$ cat src/rtl/lowmem_burst_arbiter.sv
// ---------------------------------------------------------------------------
// lowmem_burst_arbiter
//
// Shares one burst-capable lowmem port between two cache_cpu masters
// (m0 = I-cache, m1 = D-cache). Each master's one-cycle rd/we pulse is
// captured into a per-master slot, slots are granted round-robin, and the
// granted command is replayed downstream as a one-cycle s_rd/s_we pulse.
// The grant is then held for the whole burst by counting s_ready beats.
//
// Parameters
//   BURST_LEN_W  width of burst_length; a length of 0 means 2**BURST_LEN_W
//   FIRST_PRIO   master that wins a simultaneous request after reset
//
// Ports
//   clk, rst               clock; synchronous active-high reset
//   mN_a / mN_d            master N address / live write data
//   mN_we / mN_rd          master N one-cycle write / read request
//   mN_burst_en/_length    master N burst enable / beats per burst
//   mN_spo                 read data (s_spo broadcast to both masters)
//   mN_ready               per-beat ready, only for the granted master
//   s_a / s_d              downstream address / write data
//   s_we / s_rd            downstream one-cycle command pulse
//   s_burst_en/_length     downstream burst enable / length
//   s_spo / s_ready        downstream read data / per-beat ready
//   grant                  granted (or last granted) master index
//   busy                   arbiter is issuing or transferring
//   proto_err              sticky per-master dropped-request flag
// ---------------------------------------------------------------------------
module lowmem_burst_arbiter #(
    parameter int unsigned BURST_LEN_W = 8,
    parameter int unsigned FIRST_PRIO  = 0
) (
    input  logic                   clk,
    input  logic                   rst,

    input  logic [31:0]            m0_a,
    input  logic [31:0]            m0_d,
    input  logic                   m0_we,
    input  logic                   m0_rd,
    input  logic                   m0_burst_en,
    input  logic [BURST_LEN_W-1:0] m0_burst_length,
    output logic [31:0]            m0_spo,
    output logic                   m0_ready,

    input  logic [31:0]            m1_a,
    input  logic [31:0]            m1_d,
    input  logic                   m1_we,
    input  logic                   m1_rd,
    input  logic                   m1_burst_en,
    input  logic [BURST_LEN_W-1:0] m1_burst_length,
    output logic [31:0]            m1_spo,
    output logic                   m1_ready,

    output logic [31:0]            s_a,
    output logic [31:0]            s_d,
    output logic                   s_we,
    output logic                   s_rd,
    output logic                   s_burst_en,
    output logic [BURST_LEN_W-1:0] s_burst_length,
    input  logic [31:0]            s_spo,
    input  logic                   s_ready,

    output logic                   grant,
    output logic                   busy,
    output logic [1:0]             proto_err
);

    localparam int unsigned CW      = BURST_LEN_W + 1;
    localparam logic        FIRST_M = 1'(FIRST_PRIO);

    typedef enum logic [1:0] {
        IDLE,
        ISSUE,
        XFER
    } state_t;

    state_t                 state;
    logic [CW-1:0]          beat_cnt;
    logic                   prio_fresh;   // no grant made since reset
    logic [31:0]            s_d_q;        // write data presented during ISSUE

    // Per-master request slots
    logic [1:0]             slot_v;
    logic [1:0]             slot_we;
    logic [1:0]             slot_be;
    logic [31:0]            slot_a   [2];
    logic [31:0]            slot_d   [2];
    logic [BURST_LEN_W-1:0] slot_len [2];

    // Master inputs gathered into index-addressable form
    logic [31:0]            in_a   [2];
    logic [31:0]            in_d   [2];
    logic [BURST_LEN_W-1:0] in_len [2];
    logic [1:0]             in_we;
    logic [1:0]             in_be;

    logic [1:0]             req;
    logic [1:0]             inflight;
    logic [1:0]             capture;
    logic [1:0]             drop;
    logic                   cmd_inflight;
    logic                   last_beat;
    logic                   pick;

    assign in_a[0]   = m0_a;
    assign in_a[1]   = m1_a;
    assign in_d[0]   = m0_d;
    assign in_d[1]   = m1_d;
    assign in_len[0] = m0_burst_length;
    assign in_len[1] = m1_burst_length;
    // we & rd together is a write
    assign in_we     = {m1_we, m0_we};
    assign in_be     = {m1_burst_en, m0_burst_en};

    assign last_beat = (state == XFER) && s_ready && (beat_cnt == CW'(1));

    always_comb begin
        // The granted master stops being in flight during its final beat,
        // so a request in the cycle its burst ends is captured.
        cmd_inflight = (state == ISSUE) || ((state == XFER) && !last_beat);
        inflight     = {cmd_inflight && grant, cmd_inflight && !grant};
        req          = {m1_we | m1_rd, m0_we | m0_rd};
        capture      = req & ~slot_v & ~inflight;
        drop         = req & (slot_v | inflight);

        if (slot_v == 2'b11) begin
            pick = prio_fresh ? FIRST_M : ~grant;
        end else begin
            pick = slot_v[1];
        end
    end

    always_ff @(posedge clk) begin
        if (rst) begin
            state          <= IDLE;
            beat_cnt       <= '0;
            prio_fresh     <= 1'b1;
            grant          <= FIRST_M;
            proto_err      <= '0;
            s_a            <= '0;
            s_d_q          <= '0;
            s_we           <= 1'b0;
            s_rd           <= 1'b0;
            s_burst_en     <= 1'b0;
            s_burst_length <= '0;
            slot_v         <= '0;
            slot_we        <= '0;
            slot_be        <= '0;
            slot_a         <= '{default: '0};
            slot_d         <= '{default: '0};
            slot_len       <= '{default: '0};
        end else begin
            for (int unsigned n = 0; n < 2; n++) begin
                if (capture[n[0]]) begin
                    slot_v[n[0]]   <= 1'b1;
                    slot_we[n[0]]  <= in_we[n[0]];
                    slot_be[n[0]]  <= in_be[n[0]];
                    slot_a[n[0]]   <= in_a[n[0]];
                    slot_d[n[0]]   <= in_d[n[0]];
                    slot_len[n[0]] <= in_len[n[0]];
                end
                if (drop[n[0]]) begin
                    proto_err[n[0]] <= 1'b1;
                end
            end

            case (state)
                IDLE: begin
                    if (|slot_v) begin
                        grant          <= pick;
                        prio_fresh     <= 1'b0;
                        s_a            <= slot_a[pick];
                        s_d_q          <= slot_d[pick];
                        s_we           <= slot_we[pick];
                        s_rd           <= ~slot_we[pick];
                        s_burst_en     <= slot_be[pick];
                        s_burst_length <= slot_len[pick];
                        state          <= ISSUE;
                    end
                end

                ISSUE: begin
                    s_we          <= 1'b0;
                    s_rd          <= 1'b0;
                    // capture[grant] is blocked in ISSUE, so this clear
                    // never competes with a new capture of the same slot
                    slot_v[grant] <= 1'b0;
                    if (!s_burst_en) begin
                        beat_cnt <= CW'(1);
                    end else if (s_burst_length == '0) begin
                        beat_cnt <= {1'b1, {BURST_LEN_W{1'b0}}};
                    end else begin
                        beat_cnt <= {1'b0, s_burst_length};
                    end
                    state         <= XFER;
                end

                XFER: begin
                    if (s_ready) begin
                        beat_cnt <= beat_cnt - CW'(1);
                        if (beat_cnt == CW'(1)) begin
                            state <= IDLE;
                        end
                    end
                end

                default: state <= IDLE;
            endcase
        end
    end

    // During XFER the write data follows the granted master beat by beat
    assign s_d      = (state == XFER) ? (grant ? m1_d : m0_d) : s_d_q;

    assign m0_ready = (state == XFER) && !grant && s_ready;
    assign m1_ready = (state == XFER) &&  grant && s_ready;
    assign m0_spo   = s_spo;
    assign m1_spo   = s_spo;
    assign busy     = (state != IDLE);

endmodule

$ cat config.mk
export PLATFORM = sky130hd
export DESIGN_NAME = lowmem_burst_arbiter
export DESIGN_NICKNAME = d
export VERILOG_FILES = /design/src/rtl/lowmem_burst_arbiter.sv
export SDC_FILE = /design/constraint.sdc
export NUM_CORES = 1
export LEC_CHECK = 0
export BUFFER_PORTS_ARGS = -buffer_cell sky130_fd_sc_hd__buf_2
export CORE_AREA = 8 8 151 153
export CTS_BUF_LIST = sky130_fd_sc_hd__clkbuf_8 sky130_fd_sc_hd__clkbuf_16
export DETAILED_ROUTE_END_ITERATION = 7
export DIE_AREA = 0 0 159 161
export PLACE_DENSITY = 0.86
export REMOVE_ABC_BUFFERS = 1
export SLEW_MARGIN = 20
export SYNTH_ARGS = -nofsm -noshare
export SYNTH_HDL_FRONTEND = slang
export SYNTH_SLANG_ARGS = --single-unit
$ cat constraint.sdc
create_clock -name clk -period 4.7 [get_ports clk]
set_input_delay 0.47 -clock clk [delete_from_list [all_inputs] [get_ports clk]]
set_output_delay 0.47 -clock clk [all_outputs]
set_load 0.05 [all_outputs]
==> results of run 1 <==
worst paths after layout:
| kind | from | to | slack [ns] | cells after the start |
|---|---|---|---|---|
| min | m0_we | slot_we[0] | 0.27 | 3 |
| max reg2reg | state[0] | slot_d[53] | 2.05 | 6 |
| min reg2reg | proto_err[1] | proto_err[1] | 0.44 | 2 |
| max | state[0] | s_d[8] | 1.66 | 5 |
state kept, by name (all words and copies together), names as in the netlist, 2 cells and up:
signal,flops
s_burst_length,8
slot_be,2
slot_v,2
proto_err,2
s_a,32
slot_a,64
slot_d,64
slot_we,2
slot_len,16
state,2
s_d_q,32
beat_cnt,9
worst register-to-register path: stages, from the launching register on:
cell	delay [ns]
dfxtp_1	0.41
nor2b_1	0.43
nor2_1	0.13
a21oi_4	0.56
buf_4	0.62
o21ai_0	0.24
a21oi_1	0.18
through the flow:
step	instances	TNS [ns]	setup WS, ns	util [%]	total power [mW]
after floorplan	1189	-294.41	-3.76	-	5.15
after global placement	1710	0	2.22	58.8	5.91
after detailed placement	1710	0	2.09	58.8	6.01
after CTS	1754	0	1.63	62.8	8.00
after global routing	1756	0	1.46	62.9	8.41
final	1756	0	1.66	62.9	7.97
cell families (layout without fill, tap and decap cells):
family | count (synthesis) | count (layout)
AND/OR/NAND/NOR | 456 | 456
XOR/XNOR | 1 | 1
flip-flops | 240 | 240
multiplexers | 33 | 33
buffers and inverters | 220 | 298
other | 0 | 2
adder cells (fa/ha/maj) | 2 | 2
AO/OA/AOI/OAI | 449 | 449
report_power, final:
| group | internal (mW) | switching, mW | total [mW] |
|---|---|---|---|
| clock network | 1.18 | 0.794 | 1.98 |
| registers | 2.50 | 0.336 | 2.84 |
| logic | 0.888 | 2.27 | 3.16 |
metal layers:
layer | part of all wire (%) | vias up | track usage, %
li1 | - | 5090 | -
met1 | 42 | 5033 | 33.0
met2 | 45 | 550 | 37.7
met3 | 11 | 59 | 8.37
met4 | 2.1 | 2 | 7.59
met5 | 0.14 | - | 2.76
final cells by class:
type                       count  area, sq um
tap                          275          344
timing repair buffer         246         1290
fill                        1715         7630
multi-input combinational    941         5610
clock inverter                12          108
inverter                       8         30.0
clock buffer                  32          722
antenna                        2         5.00
sequential                   240         4810
layout by cell type, fill, tap and decap left out, types with 2 or more instances in the layout:
| master | count |
|---|---|
| a21o_1 | 2 |
| a21oi_1 | 165 |
| a21oi_4 | 2 |
| a22oi_1 | 2 |
| a311oi_1 | 75 |
| a31oi_1 | 2 |
| buf_12 | 2 |
| buf_2 | 232 |
| buf_4 | 11 |
| bufinv_16 | 2 |
| clkbuf_16 | 25 |
| clkbuf_8 | 7 |
| clkinv_2 | 3 |
| dfxtp_1 | 238 |
| diode_2 | 2 |
| ha_1 | 2 |
| inv_1 | 13 |
| mux2i_1 | 33 |
| nand2_1 | 112 |
| nand2b_1 | 3 |
| nand3_1 | 77 |
| nor2_1 | 96 |
| nor2_4 | 3 |
| nor2b_1 | 2 |
| nor3_1 | 4 |
| nor4_1 | 2 |
| o21a_1 | 3 |
| o21ai_0 | 112 |
| o21ai_1 | 78 |
| o31ai_1 | 2 |
| or2_2 | 2 |
| or3b_1 | 146 |
==> results.md, run 1 <==
* Post-Route WL at between 30 and 40 mm
* Crit-path cells: nand2b_2, buf_4, nand2_1, o21ai_0, buf_2
* Min-Delay Path Class: in -> reg
* Worst setup SP type: flip-flop
* Yosys reg bits at 240
* Status: complete, no violations
* Drt first pass iters at 5
* Top_reg_cell synth: dfxtp_1
* Chip Height at ~160 microns
* CP Max Fanout at 44
* Leakage dissipation at 5.03 nW
* Hold buffers post-CTS at 0
* CTS tree: done
* Post-CTS Setup Bufs at 0
* H-Tree Depth at 1
* Row cnt at 53
* Largest family of logic cells by synthesized area: simple AND/OR/NAND/NOR gates
* Final setup fails at 0
* Skew-Pair Late Insertion Delay at 0.51 ns
* Top cells by area, synth: dfxtp_1 (42%), or3b_1 (11%), a21oi_1 (7.2%), a311oi_1 (5.7%), o21ai_0 (4.9%)
* Peak Freq at 0.329 GHz
* Synthesized-area fraction occupied by adder cells at 0.218%
* Effective utilization at floorplan at 55.9%
* Bufs and invs on worst path at 2
* DR WL/cell at about 19 microns
* Most common cell in the netlist: dfxtp_1
* Critical Path RT at 4.23 ns
* Initial antenna violation count at 2
* Cell area after layout at around 13000 sq um
* Async set-reset flop share out of synthesis at 0%
* Io pins at 330
* Post-cts resize count at 0
* Critical path class: reg -> out
* Post-synth EDFFs at 0
* Vias in the first global route at approximately 10k
* Post-synth top area cell: dfxtp_1
* Layout cell share with drive strength beyond 1 at 20.2%
* Input/output buffers at 233
* Cells after Synth at around 1.4k
* Part of the cycle the worst path needs at 64.7%
* DIE AREA at around 26000 sq um
* Unrepaired setup endpoints after global routing: false
* Worst path max stage delay at 0.65 ns
* Mux contribution to synthesized area at between 2 and 3%
* Root buffer cell: clkbuf_16
* Final Max Slew Viols at 0
* CP top delay family: buffers and inverters
* Final Hold Vio Count at 0
* Post-Synthesis Cell Area at 11500 sq um
* Die width at 159 microns
* Unique masters post-synth at between 40 and 50
* First-pass GRT wire length at 53.9 mm
* Total GRT Usage at approximately a quarter
* Max Root-Sink Buffers at 3
* Core area at around 21000 sq um
* PwrDens at 617 nW/um^2
* Hold_ws at 0.266 ns
* Final #Nets at 1649
* Placer Congestion at 0.820
* Vias per cell at 6.11
* Max Clock Skew at 0.0184 ns
* Max VDD drop at 0.408 mV
* CP endpoint kind: output pin
* Syn_area_per_cell at 8.20 sq um
* Iter 0 DRT Violations at 954
* Synth top area share at 41.8%
* CP max-delay cell: nand2b_2
* Yosys warning count at 0
* TritonCTS Buffers at 25
* DP Wirelength at 21.2 mm
* Min Tclk post-route at roughly 3 ns
* XOR/XNOR Fraction of Synth Area at 0.0762%
* Final ANT Viol Nets at 0
* Relative slew slack at a little under a third
* WP data arrival at ~2.6 ns
* TritonCTS Sinks at 240
* Largest net degree at the start of global routing at 147
* Overflow after GRT at 0
* DP Area at between 10000 and 15000 sq um
* DR vias at 10.7k
* Synth Area in Compound Gates at approximately 22%
* Clk slew on worst S/H paths at 0.06 ns
* Syn-to-layout area delta at 12.5%
* Area fraction in and, or, nand and nor cells after synthesis at 22.7%
* Top post-synthesis cells by count: dfxtp_1 (240), a21oi_1 (165), or3b_1 (146), clkbuf_1 (125)
* DRC errors left at 0
* Sequential-to-total area share from yosys stat at 41.8%
* Worst slew pin tran at 1.04 ns
* Max cap viols at 0
Power figures use the tool's default switching activity.
==> run 2, diff against run 1 <==
- ABC_AREA: default -> 1
- CORE_AREA: 8 8 151 153 -> 8 8 158 160
- DIE_AREA: 0 0 159 161 -> 0 0 166 168
- PLACE_DENSITY: 0.86 -> 0.8
- clock period: 4.7 -> 3.1 ns (I/O delays scaled with it)
==> results.md, run 2 <==
* Drt first pass iters at 5
* Max Clock Skew at 0.0150 ns
* Row cnt at 55
* Post-Synthesis Cell Area at 11600 sq um
* Min Tclk post-route at 2.81 ns
* Syn_area_per_cell at 7.05 sq um
* Largest regs: slot_a (64), slot_d (64)
* PwrDens at just under 900 nW/um^2
* Final Hold Vio Count at 0
* Switching part of the total power at 40.5%
* Skew-Pair Late Insertion Delay at about 0.53 ns
* Syn-to-layout area delta at 13.1%
* Iter 0 DRT Violations at 1130
* Critical Path RT at 2.79 ns
* Root buffer cell: clkbuf_16
* Top cells by area, synth: dfxtp_1 (41%), nand2_1 (12%), nor2_1 (9.9%), nand3_1 (6.2%), inv_1 (5.4%)
* Cells after Synth at 1650
* First-pass GRT wire length at 56.8 mm
* Total GRT Usage at 24.7%
* Async set-reset flop share out of synthesis at 0%
* WP data arrival at 2.50 ns
* Die width at 166 microns
* Max Used Layer: met5
* Max cap viols at 0
* Post-Route WL at 35.8 mm
* Layout cell share with drive strength beyond 1 at roughly 17%
* Post-CTS Setup Bufs at 0
* Final #Nets at 1937
* Final ANT Viol Nets at 0
* Psw at 4.72 mW
* Reg2Reg Launch Point: state[0]
* Cell area after layout at 13100 sq um
* CP endpoint: s_d[9]
* Worst slew pin tran at 0.956 ns
* TritonCTS Sinks at between 200 and 250
* Initial antenna violation count at 1
* Critical R2R Capture: slot_d[2]
* Leakage dissipation at 6.77 nW
* Core area at 22400 sq um
* DIE AREA at 27900 sq um
* DR vias at 11.0k
* Post-cts resize count at 0
* P_int at between 6 and 7 mW
* Commonest cells after routing, fill and taps aside: nand2_1 (361), nor2_1 (307), dfxtp_1 (240)
* Worst Setup SP: state[1]
* Hold buffers post-CTS at 0
* Most common cell in the netlist: nand2_1
* Status: complete, no violations
* Input/output buffers at 233
* Placer Congestion at around 0.8
* TritonCTS Buffers at 27
* DR WL/cell at 17.5 microns
* Worst hold stages at 3
* Final setup fails at 0
* Critical path class: reg -> out
* Met1 wire length at between 15 and 20 mm
* Met2 wire len at 15.7 mm
* Sequential-to-total area share from yosys stat at 41.3%
* Comb pwr share at 37.2%
* Chip Height at 168 microns
* Routed length on met3 at ~4 mm
* Top post-synthesis cells by count: nand2_1 (362), nor2_1 (307), dfxtp_1 (240), inv_1 (168), nand3_1 (143)
* Vias in the first global route at ~11k
* Top_reg_cell synth: dfxtp_1
* Yosys warning count at 0
* Post-synth top area cell: dfxtp_1
* CTS tree: done
* Effective utilization at floorplan at about half
* DP Wirelength at 22.7 mm
* Register share of total power at 35.6%
* Largest net degree at the start of global routing at 101
* R2R depth at 10
* Synth top area share at 41.3%
* FF-to-FF setup slack at 0.73 ns
* Vias per cell at 5.37
* Unrepaired setup endpoints after global routing: false
* Worst setup SP type: flip-flop
* H-Tree Depth at 1
* DP Area at between 10000 and 15000 sq um
* Relative slew slack at 36.3%
* Part of the cycle the worst path needs at 90.6%
* Number of diodes at 0
* Clock share of power at between 20% and 30%
* Clk slew on worst S/H paths at ~0.06 ns
* Min-Delay Path Class: in -> reg
* Commonest non-fill, non-tap cell in the layout: nand2_1
* DRC errors left at 0
* Peak Freq at 0.356 GHz
* Io pins at 330
* Post-synth EDFFs at 0
* CP endpoint kind: output pin
* Final core occ at 58.8%
* Max VDD drop at 0.485 mV
* Max Root-Sink Buffers at 3
* Final Max Slew Viols at 0
* Overflow after GRT at 0
* CP Max Fanout at 23
* Yosys reg bits at 240
* Unique masters post-synth at 33
## run 2: cell count changes in the layout (fill, tap and decap cells not counted), sizes merged, moves of 66 or more
| cell | before | now |
|---|---|---|
| nand2 | 113 | 366 |
| nor2 | 99 | 309 |
| o21ai | 191 | 18 |
| inv | 14 | 178 |
| a21oi | 167 | 16 |
| or3b | 146 | 0 |
| nand3b | 1 | 82 |
| a311oi | 75 | 0 |
| o211ai | 0 | 75 |
| nand3 | 77 | 143 |
## run 2: per-stage QoR
| step | hold WS [ns] | TNS (ns) | total power [mW] | worst slack [ns] | instances |
|---|---|---|---|---|---|
| after floorplan | 0.379 | -268.16 | 7.33 | -1.47 | 1471 |
| after global placement | 0.437 | 0 | 8.43 | 0.807 | 2006 |
| after detailed placement | 0.441 | 0 | 8.50 | 0.798 | 2006 |
| after CTS | 0.0610 | 0 | 11.7 | 0.294 | 2049 |
| after global routing | 0.0778 | 0 | 12.3 | 0.160 | 2049 |
| final | 0.0758 | 0 | 11.7 | 0.290 | 2049 |
## run 2: worst max-delay path, cell delays in order (launching register included)
cell and delay [ns]:
dfxtp_1 0.39, nand2_1 0.09, inv_1 0.22, nand2_1 0.39, buf_12 0.31, o221ai_1 0.26, buf_2 0.32
## run 2: logic make-up after synthesis
family / count (synthesis) / synth area share [%]
AO/OA/AOI/OAI: 148 / 9.15
XOR/XNOR: 3 / 0.226
adder cells (fa/ha/maj): 2 / 0.215
buffers and inverters: 351 / 15.4
flip-flops: 240 / 41.3
AND/OR/NAND/NOR: 906 / 33.7
## run 2: cell type report
type	count	area, sq um
multi-input cells	1059	5060
flip-flops and latches	240	4800
repair buffers	250	1380
well taps	285	357
inverters	172	661
clock inverters	11	133
fillers	2075	9220
clock buffers	32	744
## run 2: power groups by stage
stage	Clock (mW)	Sequential [mW]	Combinational, mW
3_3_place_gp	0	4.17	4.25
5_1_grt	3.37	4.22	4.75
6_report	3.17	4.15	4.34
3_5_place_dp	0	4.19	4.31
4_1_cts	3.23	4.14	4.34
2_1_floorplan	0	4.67	2.66
## run 2: layer usage
layer | up-vias | GRT usage [%]
li1 | 5361 | -
met1 | 4977 | 31.0
met2 | 584 | 38.7
met3 | 74 | 8.68
met4 | 5 | 7.83
met5 | - | 4.87
## run 2: worst min-delay path by stage
| stage | endpoint | slack [ns] | from |
|---|---|---|---|
| global route | slot_we[0] | 0.08 | m0_we |
| detailed placement | proto_err[0] | 0.44 | proto_err[0] |
| global placement | proto_err[0] | 0.44 | proto_err[0] |
| floorplan | grant | 0.38 | rst |
| CTS | slot_we[0] | 0.06 | m0_we |
| finish | slot_we[0] | 0.08 | m0_we |
